==> src/rtl/ld19_pkg.sv <==
// Shared constants, register map and FSM state type for the LD19 packet receiver.
// Also provides the bytewise CRC8 step used to build the lookup ROM.
package ld19_pkg;

  localparam int          PKT_BYTES     = 47;
  localparam logic [7:0]  HDR_BYTE      = 8'h54;
  localparam logic [7:0]  VERLEN_BYTE   = 8'h2C;
  localparam logic [7:0]  CRC_POLY      = 8'h4D;
  localparam logic [5:0]  LAST_DATA_IDX = 6'(PKT_BYTES - 2);

  localparam logic [3:0]  ADDR_STATUS    = 4'd0;
  localparam logic [3:0]  ADDR_PKT_FIRST = 4'd1;
  localparam logic [3:0]  ADDR_PKT_LAST  = 4'd12;

  localparam int STAT_PKT_VALID = 0;
  localparam int STAT_OVERFLOW  = 1;
  localparam int STAT_IRQ_EN    = 2;

  typedef enum logic [1:0] {
    HUNT,
    VERLEN,
    PAYLOAD,
    CHECK
  } rx_state_t;

  // CRC of a single byte starting from zero; equals LUT[v] for an MSB-first CRC8.
  function automatic logic [7:0] crc8_byte(input logic [7:0] v);
    logic [7:0] c;
    c = v;
    for (int i = 0; i < 8; i++) begin
      c = c[7] ? ((c << 1) ^ CRC_POLY) : (c << 1);
    end
    return c;
  endfunction

endpackage

==> src/rtl/ld19_crc8_lut.sv <==
// 256x8 CRC8 (poly 0x4D) lookup ROM: crc_out = LUT[crc_in ^ data_in].
// Shared with the LD19 CRC Avalon slave.
module ld19_crc8_lut
  import ld19_pkg::*;
(
  input  logic [7:0] crc_in,
  input  logic [7:0] data_in,
  output logic [7:0] crc_out
);

  logic [7:0] rom [256];

  for (genvar i = 0; i < 256; i++) begin : g_rom
    assign rom[i] = crc8_byte(8'(i));
  end

  assign crc_out = rom[crc_in ^ data_in];

endmodule

==> src/rtl/ld19_packet_rx.sv <==
// LD19 LiDAR packet receiver: header hunt, inline CRC8 check, Avalon-MM readable buffer.
// Optional macro LD19_PACKET_RX_IRQ_EN adds an irq output gated by status write bit2.
module ld19_packet_rx
  import ld19_pkg::*;
(
  input  logic        clk,
  input  logic        reset,
  input  logic [7:0]  rx_data,
  input  logic        rx_valid,
  input  logic [3:0]  address,
  input  logic        chipselect,
  input  logic        read,
  input  logic        write,
  input  logic [31:0] writedata,
  output logic [31:0] readdata
`ifdef LD19_PACKET_RX_IRQ_EN
  ,
  output logic        irq
`endif
);

  rx_state_t  state, next_state;
  logic [5:0] byte_idx;
  logic [7:0] crc, crc_seed, crc_next;
  logic [7:0] cap_buf [PKT_BYTES-1];
  logic [7:0] rd_buf  [PKT_BYTES];

  logic       cap_we, commit, crc_err;
  logic [5:0] cap_idx;
  logic       is_hdr, is_verlen;

  logic       pkt_valid, overflow;
  logic [7:0] crc_err_cnt, drop_cnt;
  logic       reg_wr, rel_req, clr_req, load, drop;
  logic       irq_en_bit;
  logic [5:0] word_base;
  logic [31:0] rd_word;

  assign is_hdr    = (rx_data == HDR_BYTE);
  assign is_verlen = (rx_data == VERLEN_BYTE);

  assign reg_wr  = chipselect && write && (address == ADDR_STATUS);
  assign rel_req = reg_wr && writedata[0];
  assign clr_req = reg_wr && writedata[1];

  // A release in the same cycle frees the buffer before the commit lands.
  assign load = commit && (!pkt_valid || rel_req);
  assign drop = commit && pkt_valid && !rel_req;

  ld19_crc8_lut u_crc (
    .crc_in  (crc_seed),
    .data_in (rx_data),
    .crc_out (crc_next)
  );

  always_ff @(posedge clk) begin
    if (reset) state <= HUNT;
    else       state <= next_state;
  end

  always_comb begin
    next_state = state;
    if (rx_valid) begin
      unique case (state)
        HUNT:    if (is_hdr) next_state = VERLEN;
        VERLEN:  if (is_verlen) next_state = PAYLOAD;
                 else if (!is_hdr) next_state = HUNT;
        PAYLOAD: if (byte_idx == LAST_DATA_IDX) next_state = CHECK;
        CHECK:   next_state = HUNT;
        default: next_state = HUNT;
      endcase
    end
  end

  // A header seen in HUNT or VERLEN (re)starts the packet with a zero CRC seed.
  always_comb begin
    cap_we   = 1'b0;
    cap_idx  = byte_idx;
    crc_seed = crc;
    commit   = 1'b0;
    crc_err  = 1'b0;
    if (rx_valid) begin
      unique case (state)
        HUNT: if (is_hdr) begin
          cap_we = 1'b1; cap_idx = 6'd0; crc_seed = 8'h00;
        end
        VERLEN: if (is_hdr) begin
          cap_we = 1'b1; cap_idx = 6'd0; crc_seed = 8'h00;
        end else if (is_verlen) begin
          cap_we = 1'b1; cap_idx = 6'd1;
        end
        PAYLOAD: cap_we = 1'b1;
        CHECK: begin
          commit  = (rx_data == crc);
          crc_err = (rx_data != crc);
        end
        default: ;
      endcase
    end
  end

  always_ff @(posedge clk) begin
    if (reset) begin
      crc      <= 8'h00;
      byte_idx <= 6'd0;
      for (int i = 0; i < PKT_BYTES - 1; i++) cap_buf[i] <= 8'h00;
    end else begin
      if (cap_we) begin
        cap_buf[cap_idx] <= rx_data;
        crc              <= crc_next;
      end
      if (rx_valid && state == VERLEN && is_verlen) byte_idx <= 6'd2;
      else if (rx_valid && state == PAYLOAD)        byte_idx <= byte_idx + 6'd1;
    end
  end

  always_ff @(posedge clk) begin
    if (reset) begin
      for (int i = 0; i < PKT_BYTES; i++) rd_buf[i] <= 8'h00;
    end else if (load) begin
      for (int i = 0; i < PKT_BYTES - 1; i++) rd_buf[i] <= cap_buf[i];
      rd_buf[PKT_BYTES-1] <= rx_data;
    end
  end

  // Clear beats a same-cycle overflow or counter increment.
  always_ff @(posedge clk) begin
    if (reset) begin
      pkt_valid   <= 1'b0;
      overflow    <= 1'b0;
      crc_err_cnt <= 8'h00;
      drop_cnt    <= 8'h00;
    end else begin
      if (load)         pkt_valid <= 1'b1;
      else if (rel_req) pkt_valid <= 1'b0;

      if (clr_req)   overflow <= 1'b0;
      else if (drop) overflow <= 1'b1;

      if (clr_req)                              crc_err_cnt <= 8'h00;
      else if (crc_err && crc_err_cnt != 8'hFF) crc_err_cnt <= crc_err_cnt + 8'd1;

      if (clr_req)                        drop_cnt <= 8'h00;
      else if (drop && drop_cnt != 8'hFF) drop_cnt <= drop_cnt + 8'd1;
    end
  end

`ifdef LD19_PACKET_RX_IRQ_EN
  logic irq_en;
  logic unused_wdata;
  assign unused_wdata = ^writedata[31:3];
  assign irq_en_bit   = irq_en;

  always_ff @(posedge clk) begin
    if (reset) begin
      irq_en <= 1'b0;
      irq    <= 1'b0;
    end else begin
      if (reg_wr) irq_en <= writedata[2];
      irq <= pkt_valid & irq_en;
    end
  end
`else
  logic unused_wdata;
  assign unused_wdata = ^writedata[31:2];
  assign irq_en_bit   = 1'b0;
`endif

  assign word_base = {address - ADDR_PKT_FIRST, 2'b00};

  always_comb begin
    rd_word = 32'h0;
    if (address == ADDR_STATUS) begin
      rd_word[31:24]          = drop_cnt;
      rd_word[23:16]          = crc_err_cnt;
      rd_word[STAT_IRQ_EN]    = irq_en_bit;
      rd_word[STAT_OVERFLOW]  = overflow;
      rd_word[STAT_PKT_VALID] = pkt_valid;
    end else if (address == ADDR_PKT_LAST) begin
      rd_word = {8'h00, rd_buf[46], rd_buf[45], rd_buf[44]};
    end else if (address < ADDR_PKT_LAST) begin
      rd_word = {rd_buf[word_base + 6'd3], rd_buf[word_base + 6'd2],
                 rd_buf[word_base + 6'd1], rd_buf[word_base]};
    end
  end

  always_ff @(posedge clk) begin
    if (reset)                    readdata <= 32'h0;
    else if (chipselect && read)  readdata <= rd_word;
    else                          readdata <= 32'h0;
  end

endmodule

==> config.mk <==
export PLATFORM = sky130hd
export DESIGN_NAME = ld19_packet_rx
export DESIGN_NICKNAME = d
export VERILOG_FILES = /design/src/rtl/ld19_pkg.sv /design/src/rtl/ld19_crc8_lut.sv /design/src/rtl/ld19_packet_rx.sv
export SDC_FILE = /design/constraint.sdc
export NUM_CORES = 1
export LEC_CHECK = 0
export CAP_MARGIN = 20
export CORE_MARGIN = 4
export CORE_UTILIZATION = 62
export CTS_CLUSTER_SIZE = 16
export DETAILED_ROUTE_END_ITERATION = 8
export HOLD_SLACK_MARGIN = 0.12
export PLACE_DENSITY = 0.79
export SLEW_MARGIN = 40
export SYNTH_ARGS = -nofsm -noshare
export SYNTH_HDL_FRONTEND = slang
export SYNTH_SLANG_ARGS = --single-unit
export TNS_END_PERCENT = 5
==> constraint.sdc <==
create_clock -name clk -period 53.3 [get_ports clk]
set_input_delay 13.325 -clock clk [delete_from_list [all_inputs] [get_ports clk]]
set_output_delay 13.325 -clock clk [all_outputs]
set_load 0.1 [all_outputs]
==> reports/results.ini <==
[routing]
antenna_left=0
routed_wl_um=76660
drt_iter0_drc=2215
firstDrtPassIters=6
drt-wirelength-per-cell_um=24.11
drc=0
vias=19390
vias_per_cell=6.099

[timing]
period_minus_slack_ps=17240
fin_ws_ps=36060
worstMarginPinSlew_ps=849.7
setup_tns_ps=0
relSlewSlack=0.4295
maxSlewViolCount=0
rsz0062_at_grt=no
setup_viol_count_final=0
skew_ps=23.07
post-route-period-util=0.3234
clock.fmax_mhz=58.02
hold_viol=0

[critical_path]
reg2reg_from=crc[7]
rr_endpoint=rd_buf[21][5]
cp-end-kind=register
r2r_setup_slack_ps=49140
worstSetupStartpointType=input pin
crit_arrival_ps=17490
critPathKind=input pin to register
required_ps=53550
reg2reg_depth=7
worst-path-max-fanout=68

[final_layout]
multi_input_area_mm2=0.009592
syn_to_final_growth_pct=11.10
drive_gt1_frac=0.1305
fillers=3417
layout.nets=2478
regArea_mm2=0.02366

[global_route]
first_global_vias=19330
gr-usage-met3=0.05749
gr-total-overflow=0
use_met2=0.4310
grt_pass1_wl_um=115000
grt_max_degree=273
track_usage=0.2612
grtUsageMet1=0.3448
grt_antenna_before_repair=0
grt_busiest_layer=met2

[clock_network]
cts_resized=0
cts_hold_buffers=0
tritoncts=built
clk_latency_ps=630
clk_pin_slew_ps=60
clock_path_buffers=3
cts.sinks=810
post_cts_buffers=0
cts_root_buf=clkbuf_16
numCtsBuffers=80
cts_max_level=3

[logic_synthesis]
yosysMostFrequentCell=edfxtp_1
synth_top_area_frac=0.6598
ys.flop_type=edfxtp_1
yosysWarnings=0
synthesis.area_mm2=0.03386
yosysTopAreaCell=edfxtp_1
async_reset_ff_frac=0
synthTopCellsByArea=edfxtp_1, and2_1, mux4_2
ys_types=61
synth_area_per_cell_um2=14.17
synth_edf_count=744
ys_seq_elements=810
synth_nets=2448
yosysSeqAreaShare=0.6989
synth_commonest_cells=edfxtp_1, and2_1, nor2_1
synthCells=2390

[status]
outcome=finished clean

[worst_hold_path]
holdCritStartpoint=overflow
hold_class=register to register
min_path_cells=2
hold_path_end=overflow

[die]
dieArea_mm2=0.05841
coreArea_mm2=0.05392
initial_core_util=0.6279
die_w_um=241.7
ios=82
die_height_um=241.7
core.rowCount=85

[power_and_ir_drop]
p_leak_nw=13.06
p_total_w=0.001347
powerDensity_mw_per_mm2=35.81
vdd_drop_max_uv=26.41

[placed_design]
pre_cts_slack_ps=34900
gp_congestion=0.9060
dp_hpwl_um=47290
io_buffers=51

[flow_run]
max_cap_violations=0

[cell usage in the layout (no fill, tap or decap), drive strengths merged, types with 4 or more instances in the layout]
| cell type | n |
|---|---|
| a211oi | 23 |
| a21oi | 42 |
| and2 | 360 |
| and3 | 10 |
| buf | 94 |
| bufinv | 5 |
| clkbuf | 103 |
| clkdlybuf4s50 | 17 |
| clkinv | 31 |
| clkinvlp | 4 |
| dfxtp | 66 |
| edfxtp | 744 |
| ha | 8 |
| inv | 13 |
| mux2i | 45 |
| mux4 | 88 |
| nand2 | 110 |
| nand2b | 4 |
| nand3 | 38 |
| nand4 | 7 |
| nor2 | 351 |
| nor2b | 111 |
| nor3 | 29 |
| nor3b | 5 |
| o211ai | 28 |
| o21ai | 59 |
| xnor2 | 27 |
| xnor3 | 4 |
| xor2 | 15 |
[cells by family (layout without fill, tap and decap cells)]
group           count (synthesis)  after routing  synth area share
buf+inv                       175            267           0.02132
compound gates                173            173           0.03130
xor+xnor                       48             48           0.01493
mux                           133            133           0.07184
other cells                     0              1                 0
fa+ha+maj                       8              8          0.002956
flops                         810            810            0.6989
simple gates                 1043           1043            0.1588
[where the power goes]
group | switching [W] | leakage [nW] | internal, W
Clock | 0.000233 | 1.21 | 0.000305
Sequential | 0.00000708 | 7.95 | 0.000718
Combinational | 0.0000547 | 3.90 | 0.0000287
Total | 0.000295 | 13.1 | 0.00105
[how the worst max path moves through the flow]
stage | from | end | depth (start not counted)
2_1_floorplan | address[0] | rd_buf[0][0] | 10
6_report | rx_data[7] | rd_buf[21][5] | 9
4_1_cts | rx_data[5] | rd_buf[5][5] | 8
3_3_place_gp | address[0] | rd_buf[5][5] | 9
3_5_place_dp | rx_data[7] | rd_buf[13][5] | 8
5_1_grt | rx_data[7] | rd_buf[13][6] | 9
[through the flow]
| stage | instance area, µm² | hold WS (ps) | utilization | instances |
|---|---|---|---|---|
| detailed placement | 34950 | 466.5 | 0.6481 | 3028 |
| finish | 37620 | 480.5 | 0.6976 | 3179 |
| global route | 37610 | 495.1 | 0.6976 | 3178 |
| CTS | 37430 | 473.6 | 0.6942 | 3172 |
| global placement | 35060 | 450.0 | 0.6502 | 3027 |
| floorplan | 33860 | 432.3 | - | 2390 |
[worst max-delay path, cell delays in order]
cell and delay [ps]:
clkdlybuf4s50_1 410, buf_4 260, xnor2_1 720, o2111a_1 640, nand3_1 330, o21ai_4 460
buf_6 360, buf_16 310, buf_6 550
[layer usage]
metal	part of all wire	vias up
li1	-	8619
met1	0.37	9594
met2	0.49	993
met3	0.095	184
met4	0.041	0
met5	0	-
[layout make-up]
class                           instances  share of cell area
Clock inverter                         42             0.01011
Clock buffer                          102             0.05598
Timing Repair Buffer                  112             0.02558
Inverter                               11            0.001098
Sequential cell                       810              0.6290
Antenna cell                            1          0.00006652
Tap cell                              696             0.02315
Multi-Input combinational cell       1405              0.2550
[sequential cells by signal (all words and copies together) (netlist names), named ones only]
register	count
rd_buf	376
byte_idx	6
crc_err_cnt	8
readdata	32
cap_buf	368
drop_cnt	8
crc	8
pkt_valid	1
state	1
overflow	1
Note: power is estimated with default switching activity, not from simulation.
==> edit, RTL diff (same settings) <==
Change the package constant `PKT_BYTES` from 47 to 94.
--- a/src/rtl/ld19_pkg.sv
+++ b/src/rtl/ld19_pkg.sv
@@ -4,3 +4,3 @@
 
-  localparam int          PKT_BYTES     = 47;
+  localparam int          PKT_BYTES     = 94;
   localparam logic [7:0]  HDR_BYTE      = 8'h54;
Function: not settled (the Yosys comparison gave no result); the edit may change what the design does.
==> edit against the original RTL <==
  * Non-clock buffer count fell by 8
  * Register-to-register slack lost 0.18 ns
  * Area after synthesis grew 33%
  * Setup slack got worse by 0.25 ns
  * Wire length up 41%
  * Cell area is 32% higher
  * Power grew 37%
  * Largest power group unchanged
  * Sequential cell count rose by 280
  * Highest routed layer is now met5
==> edit: results (changes against the original RTL) <==
* Compound-Gate Fraction of Synth Area at 1.98% (was 3.13%)
* Critical Path Max Stage Delay at 0.76 ns (was 0.72 ns)
* Pre-antenna DRT Iters at 9 (was 6)
* Global Route met1 Usage at 37.9% (was 34.5%)
* Synth cell count leaders: edfxtp_1, nor2_1, and2_1, nand2_1, mux4_2 (was edfxtp_1, and2_1, nor2_1, nor2b_1, nand2_1)
* Sequential area share after synthesis at 71.4% (was 69.9%)
* Mean routed wirelength per cell at 26.3 µm (was 24.1 µm)
* Placed Area at 0.0461 mm² (was 0.0349 mm²)
* Slew headroom at 42.9% (about the same)
* Vias in the first global route at 25229 (was 19326)
* Netlist cell types at 59 (was 61)
* Xor-xnor portion of the synthesized cell area at 1.06% (was 1.49%)
* Total CTS buffers at 103 (was 80)
* Via-to-Cell Ratio at 6.23 (was 6.10)
* Reg2Reg Setup Slack at 48.96 ns (was 49.14 ns)
* Hold WS at 0.462 ns (was 0.481 ns)
* Initial antenna violation count at 4 (was 0)
* Worst slack at placement at 34.88 ns (was 34.90 ns)
* Cell count after synthesis at 3064 (was 2390)
* Arrival @ worst endpoint at 17.79 ns (was 17.49 ns)
* P_seq at 0.000974 W (was 0.000725 W)
* Met2 usage at 44.0% (was 43.1%)
* VDD IR max at 27.0 µV (was 26.4 µV)
* GRT Total Usage at 28.0% (was 26.1%)
* Maximum clock frequency at 57.2 MHz (was 58.0 MHz)
* Routability Congestion at 0.957 (was 0.906)
* Share of layout cells above drive strength 1 at 14.5% (was 13.1%)
* Reg-to-reg endpoint: rd_buf[19][5] (was rd_buf[21][5])
* Placed cell count at 3902 (was 3028)
* Initial DRC count at 3469 (was 2215)
* GR Util met3 at 6.04% (was 5.75%)
* Synth area leaders: edfxtp_1, mux4_2, and2_1, nor2_1, dfxtp_1 (was edfxtp_1, and2_1, mux4_2, dfxtp_1, nor2_1)
* Status: completed (unchanged)
* Post-Synth Adder-Cell Area at 0.223% (was 0.296%)
* CP startpoint: rx_data[2] (was rx_data[7])
* Leakage dissipation at 17.0 nW (was 13.1 nW)
-- edit: cell count changes after synthesis, moves of 13 or more --
cell | before | now
mux2i_1 | 45 | 17
buf_2 | 46 | 105
nor3_1 | 26 | 13
nand2_1 | 110 | 176
nor2_1 | 351 | 554
o211ai_1 | 28 | 5
nor2b_1 | 111 | 9
o21ai_0 | 54 | 68
and3_1 | 10 | 24
mux4_2 | 88 | 149
edfxtp_1 | 744 | 1024
and2_1 | 360 | 511
-- edit: cell type report --
| type | instances | area share [%] |
|---|---|---|
| sequential | 1090 | 64.4 |
| multi-input combinational | 1751 | 24.1 |
| clock buffer | 146 | 5.95 |
| tap | 950 | 2.39 |
| timing repair buffer | 104 | 1.78 |
| clock inverter | 49 | 1.35 |
| inverter | 8 | 0.0628 |
| antenna | 1 | 0.00503 |
-- edit: routing by layer --
metal,up-vias,share of wire [%]
met5,-,0.013
met4,2,5.7
met3,342,12
met2,1618,47
met1,12607,36
li1,10958,-
